==> config.mk <==
export PLATFORM = sky130hd
export DESIGN_NAME = fnd_scan_rx
export DESIGN_NICKNAME = d
export VERILOG_FILES = /design/src/rtl/fnd_scan_rx.sv
export SDC_FILE = /design/constraint.sdc
export NUM_CORES = 1
export LEC_CHECK = 0
export CAP_MARGIN = 20
export CELL_PAD_IN_SITES_DETAIL_PLACEMENT = 1
export CELL_PAD_IN_SITES_GLOBAL_PLACEMENT = 1
export CORE_UTILIZATION = 40
export CTS_CLUSTER_SIZE = 8
export DETAILED_ROUTE_END_ITERATION = 6
export GPL_TIMING_DRIVEN = 1
export PLACE_DENSITY_LB_ADDON = 0.1
export REMOVE_ABC_BUFFERS = 1
export SYNTH_ARGS = -nofsm -noshare
export SYNTH_HDL_FRONTEND = slang
export SYNTH_SLANG_ARGS = --single-unit
==> constraint.sdc <==
create_clock -name clk -period 15.14 [get_ports clk]
set_input_delay 1.514 -clock clk [delete_from_list [all_inputs] [get_ports clk]]
set_output_delay 1.514 -clock clk [all_outputs]
set_load 0.05 [all_outputs]
==> src/rtl/fnd_scan_rx.sv <==
// rtl/fnd_scan_rx.sv - seven-segment scan bus receiver with frame capture and BCD decode
module fnd_scan_rx #(
    parameter int SETTLE  = 4,
    parameter int TIMEOUT = 2**20
) (
    input  logic        clk,
    input  logic        rst,
    input  logic [6:0]  i_seg,
    input  logic        i_seg_dp,
    input  logic [5:0]  i_seg_enb,
    output logic [41:0] o_six_digit_seg,
    output logic [5:0]  o_six_dp,
    output logic [23:0] o_digits,
    output logic [6:0]  o_value,
    output logic        o_frame_valid,
    output logic        o_err,
    output logic        o_stale
);

    localparam logic [1:0]  ST_IDLE    = 2'd0;
    localparam logic [1:0]  ST_SETTLE  = 2'd1;
    localparam logic [1:0]  ST_HOLD    = 2'd2;
    localparam logic [31:0] SETTLE_CNT = 32'(SETTLE);
    localparam logic [31:0] TMO_LAST   = 32'(TIMEOUT - 1);

    logic [6:0]  seg_m, seg_s;
    logic        dp_m, dp_s;
    logic [5:0]  enb_m, enb_s, enb_q;

    logic [1:0]  state, state_nx;
    logic [31:0] cnt, cnt_nx;
    logic [31:0] tmo_cnt;
    logic [5:0]  mask;
    logic [41:0] seg_buf, seg_buf_nx;
    logic [5:0]  dp_buf, dp_buf_nx;

    logic [5:0]  act;
    logic [2:0]  slot;
    logic        legal, blank, fresh, cap, err_nx, complete, tmo_hit;
    logic [23:0] dig_nx;
    logic [6:0]  value_nx;

    function automatic logic [3:0] decode(input logic [6:0] s);
        case (s)
            7'b1111110: decode = 4'h0;
            7'b0110000: decode = 4'h1;
            7'b1101101: decode = 4'h2;
            7'b1111001: decode = 4'h3;
            7'b0110011: decode = 4'h4;
            7'b1011011: decode = 4'h5;
            7'b1011111: decode = 4'h6;
            7'b1110000: decode = 4'h7;
            7'b1111111: decode = 4'h8;
            7'b1110011: decode = 4'h9;
            7'b0000000: decode = 4'hA;
            default:    decode = 4'hF;
        endcase
    endfunction

    // Two-flop synchronizers; enables reset to blank so no slot looks active out of reset
    always_ff @(posedge clk) begin
        if (rst) begin
            seg_m <= '0;
            seg_s <= '0;
            dp_m  <= 1'b0;
            dp_s  <= 1'b0;
            enb_m <= '1;
            enb_s <= '1;
            enb_q <= '1;
        end else begin
            seg_m <= i_seg;
            seg_s <= seg_m;
            dp_m  <= i_seg_dp;
            dp_s  <= dp_m;
            enb_m <= i_seg_enb;
            enb_s <= enb_m;
            enb_q <= enb_s;
        end
    end

    always_comb begin
        act   = ~enb_s;
        legal = (act != 6'd0) && ((act & (act - 6'd1)) == 6'd0);
        blank = (act == 6'd0);
        slot  = 3'd0;
        for (int k = 0; k < 6; k++) begin
            if (act[k]) slot = 3'(k);
        end
    end

    always_comb begin
        state_nx = state;
        cnt_nx   = cnt;
        fresh    = 1'b0;
        cap      = 1'b0;
        err_nx   = 1'b0;
        case (state)
            ST_SETTLE: begin
                if (enb_s == enb_q) cnt_nx = cnt + 32'd1;
                else                fresh  = 1'b1;
            end
            ST_HOLD:   fresh = (enb_s != enb_q);
            default:   fresh = 1'b1;
        endcase
        if (fresh) begin
            if (legal) begin
                state_nx = ST_SETTLE;
                cnt_nx   = 32'd1;
            end else begin
                state_nx = ST_IDLE;
                cnt_nx   = 32'd0;
                err_nx   = !blank;
            end
        end
        if (state_nx == ST_SETTLE && cnt_nx == SETTLE_CNT) begin
            cap      = 1'b1;
            state_nx = ST_HOLD;
        end
    end

    assign complete = (mask == 6'h3F);
    assign tmo_hit  = !cap && (tmo_cnt == TMO_LAST);

    // Forward a same-cycle capture into the published frame
    always_comb begin
        seg_buf_nx = seg_buf;
        dp_buf_nx  = dp_buf;
        dig_nx     = '0;
        if (cap) begin
            seg_buf_nx[7*slot +: 7] = seg_s;
            dp_buf_nx[slot]         = dp_s;
        end
        for (int k = 0; k < 6; k++) begin
            dig_nx[4*k +: 4] = decode(seg_buf_nx[7*k +: 7]);
        end
        if (dig_nx[7:4] > 4'd9 || dig_nx[3:0] > 4'd9) value_nx = 7'h7F;
        else value_nx = {3'd0, dig_nx[7:4]} * 7'd10 + {3'd0, dig_nx[3:0]};
    end

    always_ff @(posedge clk) begin
        if (rst) begin
            state           <= ST_IDLE;
            cnt             <= '0;
            tmo_cnt         <= '0;
            mask            <= '0;
            seg_buf         <= '0;
            dp_buf          <= '0;
            o_six_digit_seg <= '0;
            o_six_dp        <= '0;
            o_digits        <= '0;
            o_value         <= '0;
            o_frame_valid   <= 1'b0;
            o_err           <= 1'b0;
            o_stale         <= 1'b1;
        end else begin
            state         <= state_nx;
            cnt           <= cnt_nx;
            seg_buf       <= seg_buf_nx;
            dp_buf        <= dp_buf_nx;
            o_err         <= err_nx;
            o_frame_valid <= complete;
            if (complete || err_nx || tmo_hit) mask <= '0;
            else if (cap)                      mask[slot] <= 1'b1;
            // Counter saturates at the last value and keeps flagging stale
            if (cap)                          tmo_cnt <= '0;
            else if (tmo_cnt == TMO_LAST)     o_stale <= 1'b1;
            else                              tmo_cnt <= tmo_cnt + 32'd1;
            if (complete) begin
                o_six_digit_seg <= seg_buf_nx;
                o_six_dp        <= dp_buf_nx;
                o_digits        <= dig_nx;
                o_value         <= value_nx;
                o_stale         <= 1'b0;
            end
        end
    end

endmodule

==> results of run 1 <==
[metrics by stage]
stage / util [%] / total power [mW] / cell area (um2) / worst slack, ns / instances
floorplan: - / 0.688 / 12600 / 7.47 / 1552
global placement: 44.6 / 0.723 / 14200 / 7.77 / 2101
detailed placement: 44.6 / 0.724 / 14200 / 7.51 / 2101
CTS: 47.6 / 1.44 / 15200 / 7.48 / 2142
global route: 47.7 / 1.47 / 15200 / 6.99 / 2144
finish: 47.7 / 1.42 / 15200 / 7.43 / 2144
[flip-flops by register name (all words and copies together), names as in the netlist, 2 cells and up]
name,flops
seg_buf,42
seg_s,7
o_six_dp,6
enb_m,6
seg_m,7
cnt,32
state,2
o_value,7
dp_buf,6
tmo_cnt,32
o_digits,24
enb_q,6
o_six_digit_seg,42
enb_s,6
mask,6
[where the power goes]
group	internal [mW]	total (mW)	switching (mW)
sequential	0.628	0.633	0.00481
combinational	0.0232	0.0818	0.0586
clock	0.419	0.704	0.285
total	1.07	1.42	0.348
[synth_stat cells, types with 5 or more instances]
cell type  count
and2_1        14
nor2_1       285
and3_1        36
or4_1          8
o21ai_0       49
clkbuf_1     108
mux2_2        12
o211ai_1       5
inv_1         22
a211oi_1      55
a31oi_1        8
nor4_2         5
nor3_1        64
nor4_1        32
o22ai_1        9
and4_1         8
mux2i_1       51
o31ai_1        6
nand3b_1       5
dfxtp_1      236
nor2b_1       32
a311oi_1       5
nand2b_1      14
nand4b_1       8
o31a_1         5
xnor2_1       43
or2_2         26
buf_2         10
ha_1          13
o21a_1        12
xor2_1        46
or3_1         22
nor3b_1        6
a21oi_1       81
nand2_1      156
o21bai_1       6
nand3_1       62
nand4_1       32
[metal layers]
layer / GRT usage [%] / up-vias / routed length (um)
met4: 6.03 / 0 / 817
met5: 0 / - / 0
met3: 3.83 / 54 / 1900
li1: - / 5949 / -
met2: 41.5 / 278 / 19000
met1: 34.5 / 5970 / 20400
[final timing paths]
kind	cells after the start	slack [ns]	from	end
hold reg to reg	1	0.41	enb_m[3]$_SDFF_PP1_	enb_s[3]$_SDFF_PP1_
hold / removal	1	0.41	enb_m[3]$_SDFF_PP1_	enb_s[3]$_SDFF_PP1_
setup / recovery	19	7.43	enb_s[5]$_SDFF_PP1_	o_value[6]$_SDFFE_PP0P_
setup reg to reg	19	7.43	enb_s[5]$_SDFF_PP1_	o_value[6]$_SDFFE_PP0P_
[critical path: cells and delay by family (launching register included)]
kind | cells | cell delay, ns
xor+xnor | 2 | 0.39
buf+inv | 1 | 0.06
compound gates | 5 | 1.34
mux | 1 | 0.44
flops | 1 | 0.56
simple gates | 7 | 3.89
fa+ha+maj | 3 | 0.91
[cells by family after synthesis]
group / after synthesis
flip-flops: 236
XOR/XNOR: 91
AO/OA/AOI/OAI: 288
AND/OR/NAND/NOR: 835
buffers and inverters: 149
adder cells (fa/ha/maj): 15
multiplexers: 65
[area by class of cell]
class	count	share of cell area [%]
clock buffers	38	5.90
clock inverters	3	0.321
inverters	22	0.543
multi-input cells	1294	51.1
flip-flops and latches	236	31.1
well taps	435	3.58
repair buffers	116	7.45
==> flow_metrics.py, run 1 <==
metrics = {
    "place": {
        "io_buffer_count": 97,
        "dp_hpwl_um": 30000,
        "place.gp.congestion": 0.897,
    },
    "logic_synthesis": {
        "synthSimpleGateAreaFrac_pct": 31.8,
        "synth_top_cell_area_share_pct": 36.1,
        "synth_ff_type": "dfxtp_1",
        "yosysUniqueCellTypes": 81,
        "synth-edff-count": 0,
        "muxShareOfSynthArea_pct": 5.10,
        "syn_inst": 1679,
        "synth_compound_area_share_pct": 14.6,
        "synth_top_family_by_area": "simple AND/OR/NAND/NOR gates",
        "synth-seq-cells": 236,
        "synthAdderAreaFrac_pct": 1.55,
        "netlist_area_mm2": 0.0131,
        "yosys_warnings": 0,
        "yosys.area_share.xor_xnor_pct": 6.20,
        "syn_avg_cell_area_um2": 7.80,
        "ys_top_cells_by_area": "dfxtp_1, nor2_1, nand2_1",
        "yosysSeqAreaShare_pct": 36.1,
        "async_flop_share_pct": 0,
        "synth_top_cell_by_area": "dfxtp_1",
    },
    "grt": {
        "antenna_found_initial": 0,
        "grt_pass1_wl_um": 67700,
        "grt_max_degree": 75,
        "track_usage_pct": 25.2,
        "grt_pass1_vias": 12400,
        "grt-ovfl-total": 0,
    },
    "timing": {
        "fmax_mhz": 130,
        "setup_tns_ns": 0,
        "worst_pin_slew_ns": 1.01,
        "skew_ns": 0.0166,
        "fin_hold_ws_ns": 0.407,
        "hold_viol": 0,
        "drv_slew": 0,
        "layout_min_cycle_time_ns": 7.71,
        "rsz0062_at_grt": "false",
        "relSlewSlack_pct": 32.3,
        "finalSetupViolCount": 0,
        "min_period_over_period_pct": 50.9,
    },
    "outcome": {
        "status": "completed",
    },
    "route": {
        "wl_per_cell_um": 19.6,
        "dr.pass1.iters": 5,
        "ant_nets": 0,
        "route.detailed.drc": 0,
        "drt-total-wl_um": 42100,
        "vias": 12300,
        "drt_iter0_drc": 683,
        "routed_via_density": 5.71,
    },
    "clock_network": {
        "cts_sinks": 236,
        "cts_resized": 0,
        "post_cts_buffers": 0,
        "cts_tree": "built",
        "hold_buffers": 0,
        "cts.clk_slew.worst_paths_ns": 0.05,
        "cts.root.buffer_cell": "clkbuf_16",
        "numCtsBuffers": 35,
        "htree_levels": 2,
        "insertion_delay_ns": 0.52,
        "cts_buffer_depth": 3,
    },
    "worst_setup_path": {
        "path_class": "flip-flop to flip-flop",
        "arrival_ns": 8.13,
        "crit_path_start_kind": "flip-flop",
        "crit_required_ns": 15.56,
        "end_kind": "flip-flop",
        "slowest_delay_ns": 0.91,
        "crit_path_top_delay_cell": "nor4_4",
        "cp_max_fo": 21,
        "cp_cell_sequence": "xnor2_1, nand4_1, or4_4, a311oi_2, nand3_1, or4_1, nor4_4, mux2_2, a221o_1, nor4_2, a211o_1, ha_1, ha_1, inv_1, fa_1, nor3b_1, xnor2_1, o31ai_1, a311oi_1",
    },
    "final_layout": {
        "multi_input_comb_area_mm2": 0.00776,
        "mostFrequentLayoutCells": "nor2_1, dfxtp_1, nand2_1",
        "fin_nets": 1736,
        "layout-drive-gt1-share_pct": 7.31,
        "final_common_cell": "nor2_1",
        "antenna_cells": 0,
        "syn_to_final_growth_pct": 16.0,
        "seqCellArea_mm2": 0.00472,
        "fill_cells": 3872,
    },
    "floorplan": {
        "rows": 65,
        "pin_count": 98,
        "die_h_um": 183,
        "initial_utilization_pct": 41.1,
        "die_w_um": 183,
        "die_area_mm2": 0.0335,
        "core_mm2": 0.0319,
    },
    "min_path": {
        "hp-class": "flip-flop to flip-flop",
    },
    "flow_run": {
        "cap_violations": 0,
    },
    "power": {
        "leakage_nw": 5.12,
        "powerDensity_mw_per_mm2": 93.3,
        "peakVddDrop_mv": 0.0770,
    },
}
No activity file was read; power rests on OpenSTA's default activity.
==> run 2: changes to the inputs <==
==> constraint.sdc (replaced) <==
create_clock -name clk -period 6.46 [get_ports clk]
set_input_delay 0.646 -clock clk [delete_from_list [all_inputs] [get_ports clk]]
set_output_delay 0.646 -clock clk [all_outputs]
set_load 0.05 [all_outputs]
==> run 2 against run 1 <==
Compared with the run above:
- clock skew down 0.0031 ns
- cell count up 1.4%
- via count up 0.54%
- sequential share of layout area down 0.59 points
- global-route usage up 0.44 points
- largest cell class unchanged
==> flow_metrics.py, run 2 (synthesis results as in run 1) <==
metrics = {
    "clock_network": {
        "post_cts_buffers": 0,
        "insertion_delay_ns": 0.52,
        "cts_buffer_depth": 3,
        "cts_sinks": 236,
        "cts_tree": "built",
        "cts.root.buffer_cell": "clkbuf_16",
        "numCtsBuffers": 35,
        "cts.clk_slew.worst_paths_ns": 0.05,
        "htree_levels": 2,
    },
    "final_layout": {
        "final_common_cell": "nor2_1",
        "layout-drive-gt1-share_pct": 9.61,
        "final_util_pct": 48.6,
        "syn_to_final_growth_pct": 18.3,
        "largest_registers": "o_six_digit_seg (42), seg_buf (42)",
        "fin_cells": 2173,
        "antenna_cells": 0,
        "fin_nets": 1765,
        "final_area_mm2": 0.0155,
        "mostFrequentLayoutCells": "nor2_1, dfxtp_1, nand2_1",
    },
    "worst_setup_path": {
        "cp_cell_sequence": "and2b_1, o21ai_0, and2_1, ha_1, xor2_1, nor2b_1, mux2i_1, or4_1, o22a_1, nor2_1, a221o_1, nor4_2, a211o_1, ha_1, ha_1, inv_1, fa_1, nor3b_1, xnor2_1, o31ai_1, a311oi_1",
        "path_delay_family": "simple AND/OR/NAND/NOR gates",
        "path_class": "flip-flop to flip-flop",
        "arrival_ns": 6.58,
        "cp_num_buf_inv": 1,
        "cpMostUsedCell": "ha_1",
        "crit_required_ns": 6.88,
        "crit_path_top_delay_cell": "nor2b_1",
        "r2r_slack_ns": 0.30,
        "crit_path_start_kind": "flip-flop",
        "cp_max_fo": 10,
        "slowest_delay_ns": 0.69,
        "end_kind": "flip-flop",
    },
    "floorplan": {
        "die_w_um": 183,
        "pin_count": 98,
        "initial_utilization_pct": 41.1,
        "die_area_mm2": 0.0335,
        "core_mm2": 0.0319,
        "rows": 65,
        "die_h_um": 183,
    },
    "timing": {
        "fmax_mhz": 162,
        "worst_pin_slew_ns": 0.844,
        "min_period_over_period_pct": 95.4,
        "skew_ns": 0.0134,
        "finalSetupViolCount": 0,
        "drv_slew": 0,
        "layout_min_cycle_time_ns": 6.16,
        "relSlewSlack_pct": 43.6,
        "hold_viol": 0,
        "rsz0062_at_grt": "false",
        "setup_tns_ns": 0,
    },
    "route": {
        "wl_per_cell_um": 19.6,
        "ant_nets": 0,
        "routed_via_density": 5.67,
        "vias": 12300,
        "drt_iter0_drc": 708,
        "route.detailed.drc": 0,
        "dr.pass1.iters": 5,
        "drt-total-wl_um": 42700,
    },
    "place": {
        "place_inst": 2132,
        "io_buffer_count": 97,
        "place.gp.congestion": 0.901,
        "place_area_mm2": 0.0145,
        "dp_hpwl_um": 31000,
    },
    "grt": {
        "antenna_found_initial": 0,
        "grt_pass1_vias": 12500,
        "grt-ovfl-total": 0,
        "grt_pass1_wl_um": 68600,
        "track_usage_pct": 25.6,
        "grt_max_degree": 76,
    },
    "power": {
        "powerDensity_mw_per_mm2": 215,
        "leakage_nw": 5.28,
        "switchingPower_mw": 0.810,
        "swShare_pct": 24.4,
        "p_int_mw": 2.51,
        "seqPwrFrac_pct": 44.6,
        "p_clk_share_pct": 49.3,
        "peakVddDrop_mv": 0.165,
        "comb_power_share_pct": 6.1,
    },
    "outcome": {
        "status": "completed",
    },
    "flow_run": {
        "cap_violations": 0,
    },
    "min_path": {
        "hp-class": "flip-flop to flip-flop",
    },
}
==> run 2: cell count changes in the layout (fill, tap and decap cells not counted), moves of 3 or more <==
cell	before	now
buf_4	17	46
nor4_1	32	25
nor4_2	5	11
or4_1	8	5
or4_4	2	5
==> run 2: worst reg2reg max path: stages, from the launching register on <==
cell and delay (ns):
dfxtp_1 0.47, and2b_1 0.23, o21ai_0 0.28, and2_1 0.36
ha_1 0.32, xor2_1 0.18, nor2b_1 0.69, mux2i_1 0.24
or4_1 0.60, o22a_1 0.22, nor2_1 0.09, a221o_1 0.22
nor4_2 0.07, a211o_1 0.31, ha_1 0.30, ha_1 0.19
inv_1 0.06, fa_1 0.44, nor3b_1 0.27, xnor2_1 0.18
o31ai_1 0.09, a311oi_1 0.25
==> run 2: repair_timing <==
| action | in CTS | in global routing |
|---|---|---|
| hold buffers | 0 | 0 |
| setup endpoints to repair | 1 | 2 |
| resized for setup | 1 | 14 |
| pin swaps | 0 | 1 |
| endpoints found under the hold margin | 0 | 0 |
==> run 2: area by class of cell <==
cell class	instances	area, um2
timing repair buffer	145	1350
fill	3828	16400
inverter	22	82.6
sequential	236	4720
clock inverter	3	48.8
tap	435	544
multi-input combinational	1294	7840
clock buffer	38	897
==> run 2: worst paths after layout <==
check	from	to	cells after the start
worst max-delay path	enb_s[1]$_SDFF_PP1_	o_value[6]$_SDFFE_PP0P_	21
worst min-delay path	enb_m[5]$_SDFF_PP1_	enb_s[5]$_SDFF_PP1_	1
worst max register to register	enb_s[1]$_SDFF_PP1_	o_value[6]$_SDFFE_PP0P_	21
worst min register to register	enb_m[5]$_SDFF_PP1_	enb_s[5]$_SDFF_PP1_	1
==> run 2: metrics by stage <==
stage                     total power [mW]  hold WS [ns]  worst slack [ns]
after floorplan                       1.61         0.389             -1.21
after global placement                1.70         0.396             0.218
after detailed placement              1.71         0.398            0.0226
after CTS                             3.37         0.414            0.0606
after global routing                  3.45         0.426            0.0106
final                                 3.32         0.408             0.300
==> run 2: power groups by stage <==
stage          sequential [mW]  combinational [mW]  clock (mW)
4_1_cts                   1.48               0.200        1.69
5_1_grt                   1.48               0.220        1.75
6_report                  1.48               0.203        1.64
3_3_place_gp              1.51               0.194           0
2_1_floorplan             1.51              0.0977           0
3_5_place_dp              1.51               0.198           0
==> run 2: layer usage <==
metal / part of all wire, % / global-route usage (%) / up-vias
met5: 0 / 0 / -
met4: 2.3 / 7.17 / 0
met3: 4.5 / 3.63 / 60
met2: 45 / 41.4 / 277
met1: 48 / 35.5 / 5978
li1: - / - / 6002
==> run 3: changes to the inputs <==
--- a/config.mk
+++ b/config.mk
@@ -8,6 +8,7 @@
 export CAP_MARGIN = 20
 export CELL_PAD_IN_SITES_DETAIL_PLACEMENT = 1
 export CELL_PAD_IN_SITES_GLOBAL_PLACEMENT = 1
+export CORE_MARGIN = 2
 export CORE_UTILIZATION = 40
 export CTS_CLUSTER_SIZE = 8
 export DETAILED_ROUTE_END_ITERATION = 6
==> run 3 against run 2 <==
Compared with the run above:
- register-to-register slack gained 0.03 ns
- critical path depth did not move
- combinational power about the same
- clock power rose by 6%
- global-route usage is 0.57 points lower
- largest cell class unchanged
==> flow_metrics.py, run 3 (synthesis results as in run 1) <==
metrics = {
    "outcome": {
        "status": "completed",
    },
    "timing": {
        "drv_slew": 0,
        "fmax_mhz": 163,
        "layout_min_cycle_time_ns": 6.13,
        "relSlewSlack_pct": 37.7,
        "min_period_over_period_pct": 94.9,
        "fin_hold_ws_ns": 0.410,
        "skew_ns": 0.0199,
        "rsz0062_at_grt": "false",
        "worst_slack_ns": 0.330,
        "finalSetupViolCount": 0,
        "worst_pin_slew_ns": 0.927,
        "hold_viol": 0,
    },
    "grt": {
        "track_usage_pct": 25.1,
        "grt_max_degree": 75,
        "grt_pass1_vias": 12500,
        "grt-ovfl-total": 0,
        "antenna_found_initial": 0,
        "grt_pass1_wl_um": 68300,
    },
    "final_layout": {
        "fill_cells": 3933,
        "seqCellArea_mm2": 0.00472,
        "final_common_cell": "nor2_1",
        "multi_input_comb_area_mm2": 0.00789,
        "mostFrequentLayoutCells": "nor2_1, dfxtp_1, nand2_1",
        "syn_to_final_growth_pct": 19.6,
        "antenna_cells": 0,
        "fin_nets": 1769,
        "layout-drive-gt1-share_pct": 10.3,
        "fin_cells": 2186,
        "largest_registers": "o_six_digit_seg (42), seg_buf (42)",
    },
    "clock_network": {
        "cts_buffer_depth": 3,
        "cts.clk_slew.worst_paths_ns": 0.05,
        "htree_levels": 2,
        "cts_tree": "built",
        "insertion_delay_ns": 0.53,
        "numCtsBuffers": 36,
        "cts.root.buffer_cell": "clkbuf_16",
        "cts_sinks": 236,
    },
    "route": {
        "routed_via_density": 5.66,
        "drt_iter0_drc": 695,
        "wl_per_cell_um": 19.5,
        "ant_nets": 0,
        "drt-total-wl_um": 42700,
        "route.detailed.drc": 0,
        "vias": 12400,
        "dr.pass1.iters": 6,
    },
    "place": {
        "place_inst": 2140,
        "dpl_worst_slack_ns": -0.0209,
        "io_buffer_count": 97,
        "dp_hpwl_um": 30500,
        "place.gp.congestion": 0.906,
    },
    "floorplan": {
        "die_area_mm2": 0.0342,
        "die_h_um": 185,
        "pin_count": 98,
        "rows": 66,
        "initial_utilization_pct": 40.5,
        "die_w_um": 185,
        "core_mm2": 0.0324,
    },
    "power": {
        "leakage_nw": 5.35,
        "peakVddDrop_mv": 0.184,
        "powerDensity_mw_per_mm2": 219,
    },
    "worst_setup_path": {
        "path_class": "flip-flop to flip-flop",
        "end_kind": "flip-flop",
        "cp_max_fo": 8,
        "crit_path_start_kind": "flip-flop",
        "arrival_ns": 6.56,
        "crit_required_ns": 6.89,
    },
    "min_path": {
        "hp-class": "flip-flop to flip-flop",
    },
    "flow_run": {
        "cap_violations": 0,
    },
}
[run 3: power breakdown]
part / leakage (nW) / switching, mW / internal, mW
combinational: 2.93 / 0.139 / 0.0611
sequential: 1.91 / 0.0102 / 1.47
clock: 0.507 / 0.677 / 1.06
total: 5.35 / 0.827 / 2.60
[run 3: cell type report]
cell class,count,share of cell area (%)
inverters,22,0.527
well taps,442,3.53
flip-flops and latches,236,30.2
repair buffers,148,8.70
clock buffers,39,5.95
multi-input cells,1294,50.4
clock inverters,5,0.711
[run 3: layer usage]
layer | GRT usage [%] | vias to the layer above | wire length (um)
met5 | 0 | - | 0
met4 | 6.13 | 0 | 865
met3 | 3.72 | 58 | 1770
met2 | 42.1 | 245 | 20200
met1 | 33.8 | 6045 | 19900
li1 | - | 6018 | -
[run 3: worst max-delay path: stages, from the launching register on]
cell and delay, ns:
dfxtp_1 0.32, inv_1 0.09, ha_2 0.24, nand4_1 0.13, or4_4 0.66, nor4_2 0.28
xnor2_1 0.20, a41oi_2 0.18, or4_4 0.60, nor4_4 0.39, mux2_2 0.38, a221o_1 0.44
nor4_4 0.20, a211o_1 0.18, ha_1 0.24, ha_1 0.21, inv_1 0.07, fa_1 0.44
nor3b_1 0.26, xnor2_1 0.18, o31ai_1 0.09, a311oi_1 0.24
[run 3: path summary, 6_finish.rpt]
check	startpoint	endpoint	slack, ns	cells past startpoint
setup / recovery	state[1]$_SDFF_PP0_	o_value[6]$_SDFFE_PP0P_	0.33	21
hold / removal	enb_m[4]$_SDFF_PP1_	enb_s[4]$_SDFF_PP1_	0.41	1
setup reg to reg	state[1]$_SDFF_PP0_	o_value[6]$_SDFFE_PP0P_	0.33	21
hold reg to reg	enb_m[4]$_SDFF_PP1_	enb_s[4]$_SDFF_PP1_	0.41	1
[run 3: what timing repair did]
action / in CTS / in global routing
resized for setup: 1 / 21
setup endpoints to repair: 1 / 2
pin swaps: 0 / 2
endpoints found under the hold margin: 0 / 0
hold buffers: 0 / 0
setup buffers: 0 / 1
[run 3: stage by stage]
step                setup TNS, ns  utilization [%]  total power, mW  cell area, um2
finish                          0             48.4             3.42           15700
global route                    0             48.4             3.56           15700
CTS                             0             47.9             3.47           15500
detailed placement        -0.0209             44.7             1.70           14500
global placement                0             44.7             1.70           14500
floorplan                  -38.12                -             1.61           12600
